### config.mk
export PLATFORM = sky130hd
export DESIGN_NAME = reg_status_tx_flat
export DESIGN_NICKNAME = d
export VERILOG_FILES = /design/src/rtl/reg_status_tx_pkg.sv /design/src/rtl/reg_status_tx_if.sv /design/src/rtl/reg_status_tx_uart_tx.sv /design/src/rtl/reg_status_tx.sv /design/src/flat_wrapper.sv
export SDC_FILE = /design/constraint.sdc
export NUM_CORES = 1
export LEC_CHECK = 0
export BUFFER_PORTS_ARGS = -buffer_cell sky130_fd_sc_hd__buf_2
export CAP_MARGIN = 15
export CORE_MARGIN = 1.5
export CORE_UTILIZATION = 50
export CTS_CLUSTER_DIAMETER = 100
export CTS_CLUSTER_SIZE = 8
export DETAILED_ROUTE_END_ITERATION = 10
export GPL_ROUTABILITY_DRIVEN = 0
export MAX_ROUTING_LAYER = met4
export PLACE_DENSITY = 0.79
export SLEW_MARGIN = 20
export SYNTH_ARGS = -nofsm -noshare
export SYNTH_HDL_FRONTEND = slang
export SYNTH_SLANG_ARGS = --single-unit
### constraint.sdc
create_clock -name clk_in -period 7 [get_ports clk_in]
set_input_delay 0.35 -clock clk_in [delete_from_list [all_inputs] [get_ports clk_in]]
set_output_delay 0.35 -clock clk_in [all_outputs]
set_load 0.02 [all_outputs]
### src/rtl/reg_status_tx_pkg.sv
// Shared definitions for the status-frame transmitter: frame layout offsets,
// defaults, sequencer/serializer state encodings and the checksum helper.
package reg_status_tx_pkg;

    // Frame geometry and defaults
    localparam int         FRAME_LEN            = 8;
    localparam int         CLKS_PER_BIT_DEFAULT = 142;     // 16368000 / 115200
    localparam logic [7:0] SYNC_BYTE_DEFAULT    = 8'hA5;

    // Byte offsets inside the status frame; the register bank uses the same
    // ordering for CTRL..SNR so host tools can share one table.
    localparam logic [2:0] OFS_SYNC        = 3'd0;
    localparam logic [2:0] OFS_CTRL        = 3'd1;
    localparam logic [2:0] OFS_SAT_ID      = 3'd2;
    localparam logic [2:0] OFS_DOPPLER     = 3'd3;
    localparam logic [2:0] OFS_CA_PHASE_LO = 3'd4;
    localparam logic [2:0] OFS_CA_PHASE_HI = 3'd5;
    localparam logic [2:0] OFS_SNR         = 3'd6;
    localparam logic [2:0] OFS_CSUM        = 3'd7;

    // Frame sequencer states, one-hot like the register bank FSM
    typedef enum logic [3:0] {
        SEQ_IDLE = 4'b0001,
        SEQ_SEND = 4'b0010,
        SEQ_WAIT = 4'b0100,
        SEQ_DONE = 4'b1000
    } seq_state_e;

    // UART transmitter states, one-hot
    typedef enum logic [3:0] {
        UTX_IDLE  = 4'b0001,
        UTX_START = 4'b0010,
        UTX_DATA  = 4'b0100,
        UTX_STOP  = 4'b1000
    } utx_state_e;

    // Checksum covers every payload byte (everything except sync and itself)
    function automatic logic [7:0] frame_csum(
        input logic [7:0] ctrl,
        input logic [7:0] sat,
        input logic [7:0] dop,
        input logic [7:0] ca_lo,
        input logic [7:0] ca_hi,
        input logic [7:0] snr
    );
        return ctrl ^ sat ^ dop ^ ca_lo ^ ca_hi ^ snr;
    endfunction

endpackage

### src/rtl/reg_status_tx_if.sv
// Host-facing signal bundle of the status transmitter: request, register
// values to report, and the serial line plus progress flags.
interface reg_status_tx_if;

    logic        send_in;
    logic [7:0]  ctrl_in;
    logic [4:0]  n_sat_in;
    logic [7:0]  doppler_in;
    logic [15:0] ca_phase_in;
    logic [7:0]  snr_in;
    logic        tx_out;
    logic        busy_out;
    logic        done_out;

    // Side that requests frames and supplies register values
    modport master (
        output send_in, ctrl_in, n_sat_in, doppler_in, ca_phase_in, snr_in,
        input  tx_out, busy_out, done_out
    );

    // The transmitter itself
    modport slave (
        input  send_in, ctrl_in, n_sat_in, doppler_in, ca_phase_in, snr_in,
        output tx_out, busy_out, done_out
    );

endinterface

### src/rtl/reg_status_tx_uart_tx.sv
// 8N1 UART byte serializer, the mirror of uart_rx. The line is driven from a
// flop that follows the state register by one cycle, so every bit lasts
// exactly CLKS_PER_BIT cycles and back-to-back bytes have no idle gap.
module uart_tx
    import reg_status_tx_pkg::*;
#(
    parameter int CLKS_PER_BIT = CLKS_PER_BIT_DEFAULT
) (
    input  logic       clk_in,
    input  logic       rst_in_n,
    input  logic       tx_start_in,
    input  logic [7:0] tx_data_in,
    output logic       tx_out,
    output logic       tx_busy_out,
    output logic       tx_done_out
);

    localparam int                BAUD_W    = (CLKS_PER_BIT > 1) ? $clog2(CLKS_PER_BIT) : 1;
    localparam logic [BAUD_W-1:0] BAUD_LAST = BAUD_W'(CLKS_PER_BIT - 1);

    utx_state_e        state_q, state_d;
    logic [BAUD_W-1:0] baud_q, baud_d;
    logic [2:0]        bit_q, bit_d;
    logic [7:0]        data_q, data_d;
    logic              tx_q, tx_d;
    logic              baud_end;

    assign baud_end    = (baud_q == BAUD_LAST);
    assign tx_out      = tx_q;
    assign tx_busy_out = (state_q != UTX_IDLE);

    // Next-state, baud/bit counting and line level for the following cycle
    always_comb begin
        state_d     = state_q;
        baud_d      = baud_q;
        bit_d       = bit_q;
        data_d      = data_q;
        tx_done_out = 1'b0;
        tx_d        = 1'b1;

        case (state_q)
            UTX_IDLE: begin
                if (tx_start_in) begin
                    state_d = UTX_START;
                    baud_d  = '0;
                    bit_d   = '0;
                    data_d  = tx_data_in;
                end
            end
            UTX_START: begin
                tx_d = 1'b0;
                if (baud_end) begin
                    state_d = UTX_DATA;
                    baud_d  = '0;
                    bit_d   = '0;
                end else begin
                    baud_d = baud_q + BAUD_W'(1);
                end
            end
            UTX_DATA: begin
                tx_d = data_q[bit_q];
                if (baud_end) begin
                    baud_d = '0;
                    if (bit_q == 3'd7) begin
                        state_d = UTX_STOP;
                    end else begin
                        bit_d = bit_q + 3'd1;
                    end
                end else begin
                    baud_d = baud_q + BAUD_W'(1);
                end
            end
            UTX_STOP: begin
                tx_d = 1'b1;
                if (baud_end) begin
                    tx_done_out = 1'b1;
                    baud_d      = '0;
                    // A start in the final stop cycle chains the next byte directly
                    if (tx_start_in) begin
                        state_d = UTX_START;
                        bit_d   = '0;
                        data_d  = tx_data_in;
                    end else begin
                        state_d = UTX_IDLE;
                    end
                end else begin
                    baud_d = baud_q + BAUD_W'(1);
                end
            end
            default: begin
                state_d = UTX_IDLE;
                baud_d  = '0;
                bit_d   = '0;
            end
        endcase
    end

    // State and line registers; reset forces the line idle immediately
    always_ff @(posedge clk_in or negedge rst_in_n) begin
        if (!rst_in_n) begin
            state_q <= UTX_IDLE;
            baud_q  <= '0;
            bit_q   <= '0;
            data_q  <= '0;
            tx_q    <= 1'b1;
        end else begin
            state_q <= state_d;
            baud_q  <= baud_d;
            bit_q   <= bit_d;
            data_q  <= data_d;
            tx_q    <= tx_d;
        end
    end

endmodule

### src/rtl/reg_status_tx.sv
// Status frame transmitter: snapshots the generator configuration on request
// and sends SYNC, CTRL, SAT_ID, DOPPLER, CA_LO, CA_HI, SNR, XOR checksum.
module reg_status_tx
    import reg_status_tx_pkg::*;
#(
    parameter int         CLKS_PER_BIT = CLKS_PER_BIT_DEFAULT,
    parameter logic [7:0] SYNC_BYTE    = SYNC_BYTE_DEFAULT
) (
    input  logic           clk_in,
    input  logic           rst_in_n,
    reg_status_tx_if.slave bus
);

    localparam logic [2:0] LAST_IDX = 3'(FRAME_LEN - 1);

    seq_state_e  state_q, state_d;
    logic [2:0]  idx_q, idx_d;
    logic [7:0]  snap_ctrl_q, snap_ctrl_d;
    logic [4:0]  snap_sat_q, snap_sat_d;
    logic [7:0]  snap_dop_q, snap_dop_d;
    logic [15:0] snap_ca_q, snap_ca_d;
    logic [7:0]  snap_snr_q, snap_snr_d;
    logic        busy_q, busy_d;
    logic        done_q, done_d;

    logic        tx_start;
    logic [2:0]  issue_idx;
    logic [7:0]  tx_byte;
    logic [7:0]  csum;
    logic        uart_busy;
    logic        uart_done;

    assign bus.busy_out = busy_q;
    assign bus.done_out = done_q;

    // Sequencer: accept a request, issue bytes in order, chain on byte-done
    always_comb begin
        state_d     = state_q;
        idx_d       = idx_q;
        snap_ctrl_d = snap_ctrl_q;
        snap_sat_d  = snap_sat_q;
        snap_dop_d  = snap_dop_q;
        snap_ca_d   = snap_ca_q;
        snap_snr_d  = snap_snr_q;
        tx_start    = 1'b0;
        issue_idx   = idx_q;

        case (state_q)
            SEQ_IDLE: begin
                if (bus.send_in) begin
                    snap_ctrl_d = bus.ctrl_in;
                    snap_sat_d  = bus.n_sat_in;
                    snap_dop_d  = bus.doppler_in;
                    snap_ca_d   = bus.ca_phase_in;
                    snap_snr_d  = bus.snr_in;
                    idx_d       = '0;
                    state_d     = SEQ_SEND;
                end
            end
            SEQ_SEND: begin
                if (!uart_busy) begin
                    tx_start = 1'b1;
                    state_d  = SEQ_WAIT;
                end
            end
            SEQ_WAIT: begin
                if (uart_done) begin
                    if (idx_q != LAST_IDX) begin
                        // Hand over the next byte in the serializer's final stop cycle
                        idx_d     = idx_q + 3'd1;
                        issue_idx = idx_q + 3'd1;
                        tx_start  = 1'b1;
                    end else begin
                        state_d = SEQ_DONE;
                    end
                end
            end
            SEQ_DONE: begin
                state_d = SEQ_IDLE;
            end
            default: begin
                state_d = SEQ_IDLE;
            end
        endcase

        busy_d = (state_q == SEQ_SEND) || (state_q == SEQ_WAIT);
        done_d = (state_q == SEQ_DONE);
    end

    // Frame byte selection from the snapshot
    always_comb begin
        csum    = frame_csum(snap_ctrl_q, {3'b000, snap_sat_q}, snap_dop_q,
                             snap_ca_q[7:0], snap_ca_q[15:8], snap_snr_q);
        tx_byte = SYNC_BYTE;
        case (issue_idx)
            OFS_SYNC:        tx_byte = SYNC_BYTE;
            OFS_CTRL:        tx_byte = snap_ctrl_q;
            OFS_SAT_ID:      tx_byte = {3'b000, snap_sat_q};
            OFS_DOPPLER:     tx_byte = snap_dop_q;
            OFS_CA_PHASE_LO: tx_byte = snap_ca_q[7:0];
            OFS_CA_PHASE_HI: tx_byte = snap_ca_q[15:8];
            OFS_SNR:         tx_byte = snap_snr_q;
            OFS_CSUM:        tx_byte = csum;
            default:         tx_byte = SYNC_BYTE;
        endcase
    end

    // Sequencer, snapshot and flag registers
    always_ff @(posedge clk_in or negedge rst_in_n) begin
        if (!rst_in_n) begin
            state_q     <= SEQ_IDLE;
            idx_q       <= '0;
            snap_ctrl_q <= '0;
            snap_sat_q  <= '0;
            snap_dop_q  <= '0;
            snap_ca_q   <= '0;
            snap_snr_q  <= '0;
            busy_q      <= 1'b0;
            done_q      <= 1'b0;
        end else begin
            state_q     <= state_d;
            idx_q       <= idx_d;
            snap_ctrl_q <= snap_ctrl_d;
            snap_sat_q  <= snap_sat_d;
            snap_dop_q  <= snap_dop_d;
            snap_ca_q   <= snap_ca_d;
            snap_snr_q  <= snap_snr_d;
            busy_q      <= busy_d;
            done_q      <= done_d;
        end
    end

    uart_tx #(
        .CLKS_PER_BIT (CLKS_PER_BIT)
    ) u_uart_tx (
        .clk_in      (clk_in),
        .rst_in_n    (rst_in_n),
        .tx_start_in (tx_start),
        .tx_data_in  (tx_byte),
        .tx_out      (bus.tx_out),
        .tx_busy_out (uart_busy),
        .tx_done_out (uart_done)
    );

endmodule

### src/flat_wrapper.sv
// flat-port wrapper written by rule: the top's interface ports become plain ports
module reg_status_tx_flat import reg_status_tx_pkg::*;
#(
    parameter int         CLKS_PER_BIT = CLKS_PER_BIT_DEFAULT,
    parameter logic [7:0] SYNC_BYTE    = SYNC_BYTE_DEFAULT
)
  (clk_in, rst_in_n, bus_send_in, bus_ctrl_in, bus_n_sat_in, bus_doppler_in, bus_ca_phase_in, bus_snr_in, bus_tx_out, bus_busy_out, bus_done_out);
  reg_status_tx_if bus_i ();
  input  logic clk_in;
  input  logic rst_in_n;
  input wire logic [$bits(bus_i.send_in)-1:0] bus_send_in;
  input wire logic [$bits(bus_i.ctrl_in)-1:0] bus_ctrl_in;
  input wire logic [$bits(bus_i.n_sat_in)-1:0] bus_n_sat_in;
  input wire logic [$bits(bus_i.doppler_in)-1:0] bus_doppler_in;
  input wire logic [$bits(bus_i.ca_phase_in)-1:0] bus_ca_phase_in;
  input wire logic [$bits(bus_i.snr_in)-1:0] bus_snr_in;
  output wire logic [$bits(bus_i.tx_out)-1:0] bus_tx_out;
  output wire logic [$bits(bus_i.busy_out)-1:0] bus_busy_out;
  output wire logic [$bits(bus_i.done_out)-1:0] bus_done_out;
  assign bus_i.send_in = bus_send_in;
  assign bus_i.ctrl_in = bus_ctrl_in;
  assign bus_i.n_sat_in = bus_n_sat_in;
  assign bus_i.doppler_in = bus_doppler_in;
  assign bus_i.ca_phase_in = bus_ca_phase_in;
  assign bus_i.snr_in = bus_snr_in;
  assign bus_tx_out = bus_i.tx_out;
  assign bus_busy_out = bus_i.busy_out;
  assign bus_done_out = bus_i.done_out;
  reg_status_tx #(.CLKS_PER_BIT(CLKS_PER_BIT), .SYNC_BYTE(SYNC_BYTE)) u_core (.clk_in(clk_in), .rst_in_n(rst_in_n), .bus(bus_i));
endmodule
After elaboration in Yosys (flattened, before gate mapping) --
Cells that the tools add are included.
Word-level totals: register bits after elaboration 78, latch bits 0, RAM bits 0, bits in read-only memories 0, bits of input ports 48, output and inout bits 3, logic and storage cells 102, memories 0
Operators by class: add/sub/neg operators 3, $mul 0, div/mod/pow operators 0, order comparisons 1, equality and inequality tests 29, shift operators 0, muxes and demuxes 39, bitwise gates (word level) 5, reduce and logical (&&, ||, !) cells 11
Operators with widths (count):
- $pmux W8 S8 | 1
- $mux W4 | 9
- $mux W8 | 4
- $pmux W8 S2 | 2
- $xor A8 B8 Y8 | 4
- $mux W3 | 9
- $ne A2 B2 Y1 const B | 9
- $pmux W4 S4 | 1
- $eq A3 B3 Y1 const B | 5
- $pmux W3 S4 | 1
- $pmux W4 S3 | 1
- $add A8 B1 Y8 const B | 1
- $eq A4 B1 Y1 const B | 2
- $eq A4 B2 Y1 const B | 2
- $eq A4 B3 Y1 const B | 2
- $eq A4 B4 Y1 const B | 2
- $eq A8 B8 Y1 const B | 1
- $reduce_and A4 Y1 | 2
- $xor A8 B5 Y8 | 1
- $add A3 B1 Y3 const B | 2
- $eq A3 B2 Y1 const B | 2
- $mux W1 | 6
- $pmux W3 S2 | 1
- $reduce_and A2 Y1 | 3
- 13 further kinds | 15

Depth between registers and ports, before layout --
depth in word-level cells 10, gate-level depth with buffers 10, mapped depth without buffers 8

Hierarchy --
Synthesis repeated with hierarchy kept, for this count alone.
Second synthesis, totals: cells, all modules 396, area, all modules 4544.4 um^2
By module, submodules not included:
- reg_status_tx | instances 1, cells an instance 264, area an instance 3134.3 um^2
- uart_tx | instances 1, cells an instance 132, area an instance 1410.1 um^2

Worst setup path before layout --
Ideal clock, no wire load.
kind flip-flop to flip-flop, from register u_core.u_uart_tx.state_q[0], to register u_core.u_uart_tx.bit_q[0], data arrival time 2.155 ns, required time 6.872 ns, slack 4.718 ns, cell stages (with the launch flop) 7, cells stage by stage dfstp_2 -> buf_6 -> nor4b_1 -> nand2b_1 -> a21boi_2 -> a221oi_4 -> mux2_1
Between the ends: longest elaborated chain between the ends 7
RTL lines:
- start, declared | RTL line reg_status_tx_uart_tx.sv:21 | utx_state_e state_q, state_d;
- start signal, assigned | RTL line reg_status_tx_uart_tx.sv:107 | state_q <= state_d;
- $eq A4 B4 Y1 | RTL line reg_status_tx_uart_tx.sv:41 | case (state_q)
- $mux W1 | RTL line reg_status_tx_uart_tx.sv:41
- $mux W1 | RTL line reg_status_tx.sv:67 | if (uart_done) begin
- $pmux W1 S2 | RTL line reg_status_tx.sv:48 | case (state_q)
- $mux W3 (2 in a row)
- $pmux W3 S4 | RTL line reg_status_tx_uart_tx.sv:41
- end signal, assigned | RTL line reg_status_tx_uart_tx.sv:109 | bit_q <= bit_d;
- end, declared | RTL line reg_status_tx_uart_tx.sv:23 | logic [2:0] bit_q, bit_d;
Several ways; a longest one is shown, not always the timed one. The select of a mux whose other input is x is not followed. A chain may end at the register's enable or synchronous reset.

Worst setup path after layout --
from register u_core.state_q[1], to register u_core.u_uart_tx.data_q[2]
Between the ends: longest elaborated chain between the ends 7
RTL lines:
- start, declared | RTL line reg_status_tx.sv:16 | seq_state_e state_q, state_d;
- start signal, assigned | RTL line reg_status_tx.sv:121 | state_q <= state_d;
- $eq A4 B3 Y1 | RTL line reg_status_tx.sv:48
- $mux W3 | RTL line reg_status_tx.sv:48
- $eq A3 B3 Y1 (tied with other cells) | RTL line reg_status_tx.sv:95 | case (issue_idx)
- $pmux W8 S8 | RTL line reg_status_tx.sv:95
- $mux W8 (*) | RTL line reg_status_tx_uart_tx.sv:43, reg_status_tx_uart_tx.sv:79
- $mux W8 | RTL line reg_status_tx_uart_tx.sv:75 | if (baud_end) begin
- $pmux W8 S2 (*) | RTL line reg_status_tx_uart_tx.sv:41
- end signal, assigned | RTL line reg_status_tx_uart_tx.sv:110 | data_q <= data_d;
- end, declared | RTL line reg_status_tx_uart_tx.sv:24 | logic [7:0] data_q, data_d;
Mark *: on every way between the ends. The rest lies on a longest branch, timed or not. The select of a mux whose other input is x is not followed.

==> impl_results.md <==
* Tightest Pin Transition at 977 ps
* Critical path capture point type: flip-flop
* 1st-iter DRT viols at 314
* Layout cells sized above 1 at 30.9%
* Area grow syn2layout at 14.6%
* Mapped cell area at 4260 sq um
* Syn nets at 428
* DR vias/cell at 6.04
* Max VDD drop at 0.000220 V
* Max FO, Critical Path at 7
* Lkg Pwr at 2.12 nW
* Starting density of the core at 51.6%
* WL/cell at 17.4 um
* Worst EP arrival at 2840 ps
* Maximum clock frequency at 0.384 GHz
* H-tree depth at 3
* Clk Tree Root Cell: clkbuf_8
* Post-CTS Setup Bufs at 0
* Die Ht at 95.4 um
* Critical Path Source Type: flip-flop
* Mapped Cells at 375
* Slew Limit Fails at 0
* Antenna diodes at 0
* Non-Filler Instances at 535
* Rows at 33
* Class of the most critical setup path: reg -> reg
* Post-synth top area cell: dfrtp_1
* Max-Cap Viols at 0
* Synth Register Bits at 78
* Clk buf depth at 2
* Setup TNS at 0 ps
* IO Count at 51
* Yosys cell types at 62
* Routed Antenna Nets at 0
* Synth Area per Inst at 11.4 sq um
* Fin crit period at 2600 ps
* Die Wd at 95.4 um
* Met2 Use GR at 38.4%
* Clk_skew at 7.11 ps
* Final net count at 478
* # port buffers at 50
* Most common cell in the netlist: dfrtp_1
* Full die area at 9090 sq um
* Post-synth EDFFs at 0
* Slew margin rel. at 34.9%
* Met1 capacity usage during global routing at 27.7%
* DPL Wire Length at 6530 um
* Router iterations before antenna repair at 6
* CTS tree: done
* Count of final setup violators at 0
* Worst-Skew Late Latency at 360 ps
* Synth top area cells: dfrtp_1 44%, mux2_2 12%, xnor2_1 3.9%
* RSZ-0062 raised after global routing: false
* Crit share post-route at 37.2%
* DRC Markers at 0
* Post-synth top area share at 44.0%
* Antenna violations before repair at 0
* CTS Hold Bufs at 0
* First-pass GRT wire length at 15,600 um
* Placed cells at 519
* Clk slew on worst S/H paths at 80 ps
* Resized cells post-CTS at 0
* DRT Wirelength at 9290 um
* Top_reg_cell synth: dfrtp_1
* Number of global-route vias before repair at 3,220
* # fillers at 709
* GRT busiest layer: met2
* CP required at 7240 ps
* CTS Buf Count at 9
* Multi-input gate area at 2190 sq um
* Largest net degree at the start of global routing at 79
* Clock sinks at 78
* Post-synthesis async set-or-reset flop share at 100%
* Hold Crit Class: in -> async
* Seq/Total Area, Yosys at 45.9%
* Overflow after GRT at 0
* Yosys warns at 0
* Pwr dens at 407 nW/um^2
* Reg area at 1960 sq um
* Core Area at 8260 sq um
* Status: finished, final reports clean
* Via count at 3,230
* Met3 GRT Util at 3.91%
* Post-synth top cells: 75 x dfrtp_1, 47 x mux2_2, 25 x o21ai_0
* GRT Total Usage at 23.2%
* Final Hold Fails at 0
per-stage QoR:
stage / power (mW) / utilization [%] / setup slack (ps) / hold slack, ps / instance area (sq um)
2_1_floorplan: 1.36 / - / 4720 / 54.4 / 4260
3_3_place_gp: 1.48 / 55.5 / 4560 / 477 / 4580
3_5_place_dp: 1.53 / 55.8 / 4460 / 498 / 4610
4_1_cts: 2.00 / 59.2 / 4430 / 187 / 4890
5_1_grt: 2.10 / 59.2 / 4160 / 207 / 4890
6_report: 1.99 / 59.2 / 4400 / 145 / 4890
placed cells by master (no fill, tap or decap), types with 9 or more instances in the layout:
cell / netlist / routed
a21oi_1: 9 / 9
buf_2: 1 / 49
clkbuf_8: 0 / 10
dfrtp_1: 75 / 75
inv_1: 10 / 10
mux2_2: 47 / 47
nand2_1: 22 / 22
nor2_1: 22 / 22
o21ai_0: 25 / 25
xnor2_1: 19 / 19
cell type report:
| cell class | count | area share [%] |
|---|---|---|
| Clock buffer | 10 | 2.82 |
| Clock inverter | 6 | 2.87 |
| Multi-Input combinational cell | 273 | 44.8 |
| Inverter | 10 | 0.768 |
| Timing Repair Buffer | 53 | 6.04 |
| Tap cell | 105 | 2.69 |
| Sequential cell | 78 | 40.0 |
final timing paths:
kind,end,slack (ps),start,cells past startpoint
setup / recovery,u_core.u_uart_tx.data_q[2],4400,u_core.state_q[1],6
hold / removal,u_core.bus.busy_out,150,rst_in_n,1
setup reg to reg,u_core.u_uart_tx.data_q[2],4400,u_core.state_q[1],6
hold reg to reg,u_core.u_uart_tx.baud_q[7],500,u_core.u_uart_tx.baud_q[7],1
max in group asynchronous,u_core.snap_ca_q[7],6230,rst_in_n,1
min in group clk_in,u_core.snap_dop_q[2],220,bus_doppler_in[2],2
power breakdown:
group | leakage (nW) | internal [mW] | switching [mW]
Sequential | 0.958 | 0.624 | 0.179
Clock | 0.139 | 0.286 | 0.179
Combinational | 1.02 | 0.434 | 0.285
worst max-delay path: stages, from the launching register on:
cell and delay (ps):
dfrtp_1 440, nor4b_2 580, nand4_1 400, o211ai_1 330, nand2_1 260, a222oi_1 350, a31oi_1 120
logic make-up after synthesis:
logic type / Yosys count / synth area share, %
buffers and inverters: 24 / 2.88
adder cells (fa/ha/maj): 5 / 1.47
multiplexers: 56 / 15.1
AO/OA/AOI/OAI: 83 / 13.9
XOR/XNOR: 32 / 8.19
AND/OR/NAND/NOR: 97 / 12.6
flip-flops: 78 / 45.9
flip-flops by register name, indices dropped and copies added, names as in the netlist:
| register | count |
|---|---|
| u_core.snap_snr_q | 8 |
| u_core.bus.busy_out | 1 |
| u_core.u_uart_tx.state_q | 4 |
| u_core.u_uart_tx.tx_out | 1 |
| u_core.idx_q | 3 |
| u_core.snap_ctrl_q | 8 |
| u_core.snap_ca_q | 16 |
| u_core.u_uart_tx.baud_q | 8 |
| u_core.u_uart_tx.data_q | 8 |
| u_core.snap_sat_q | 5 |
| u_core.u_uart_tx.bit_q | 3 |
| u_core.state_q | 4 |
| u_core.bus.done_out | 1 |
| u_core.snap_dop_q | 8 |
routing by layer:
metal | routed length, um | vias to the layer above
met5 | 0 | -
met4 | 225 | 0
met3 | 357 | 26
met2 | 4790 | 104
met1 | 3910 | 1606
li1 | - | 1494
No activity file was read; power rests on OpenSTA's default activity.
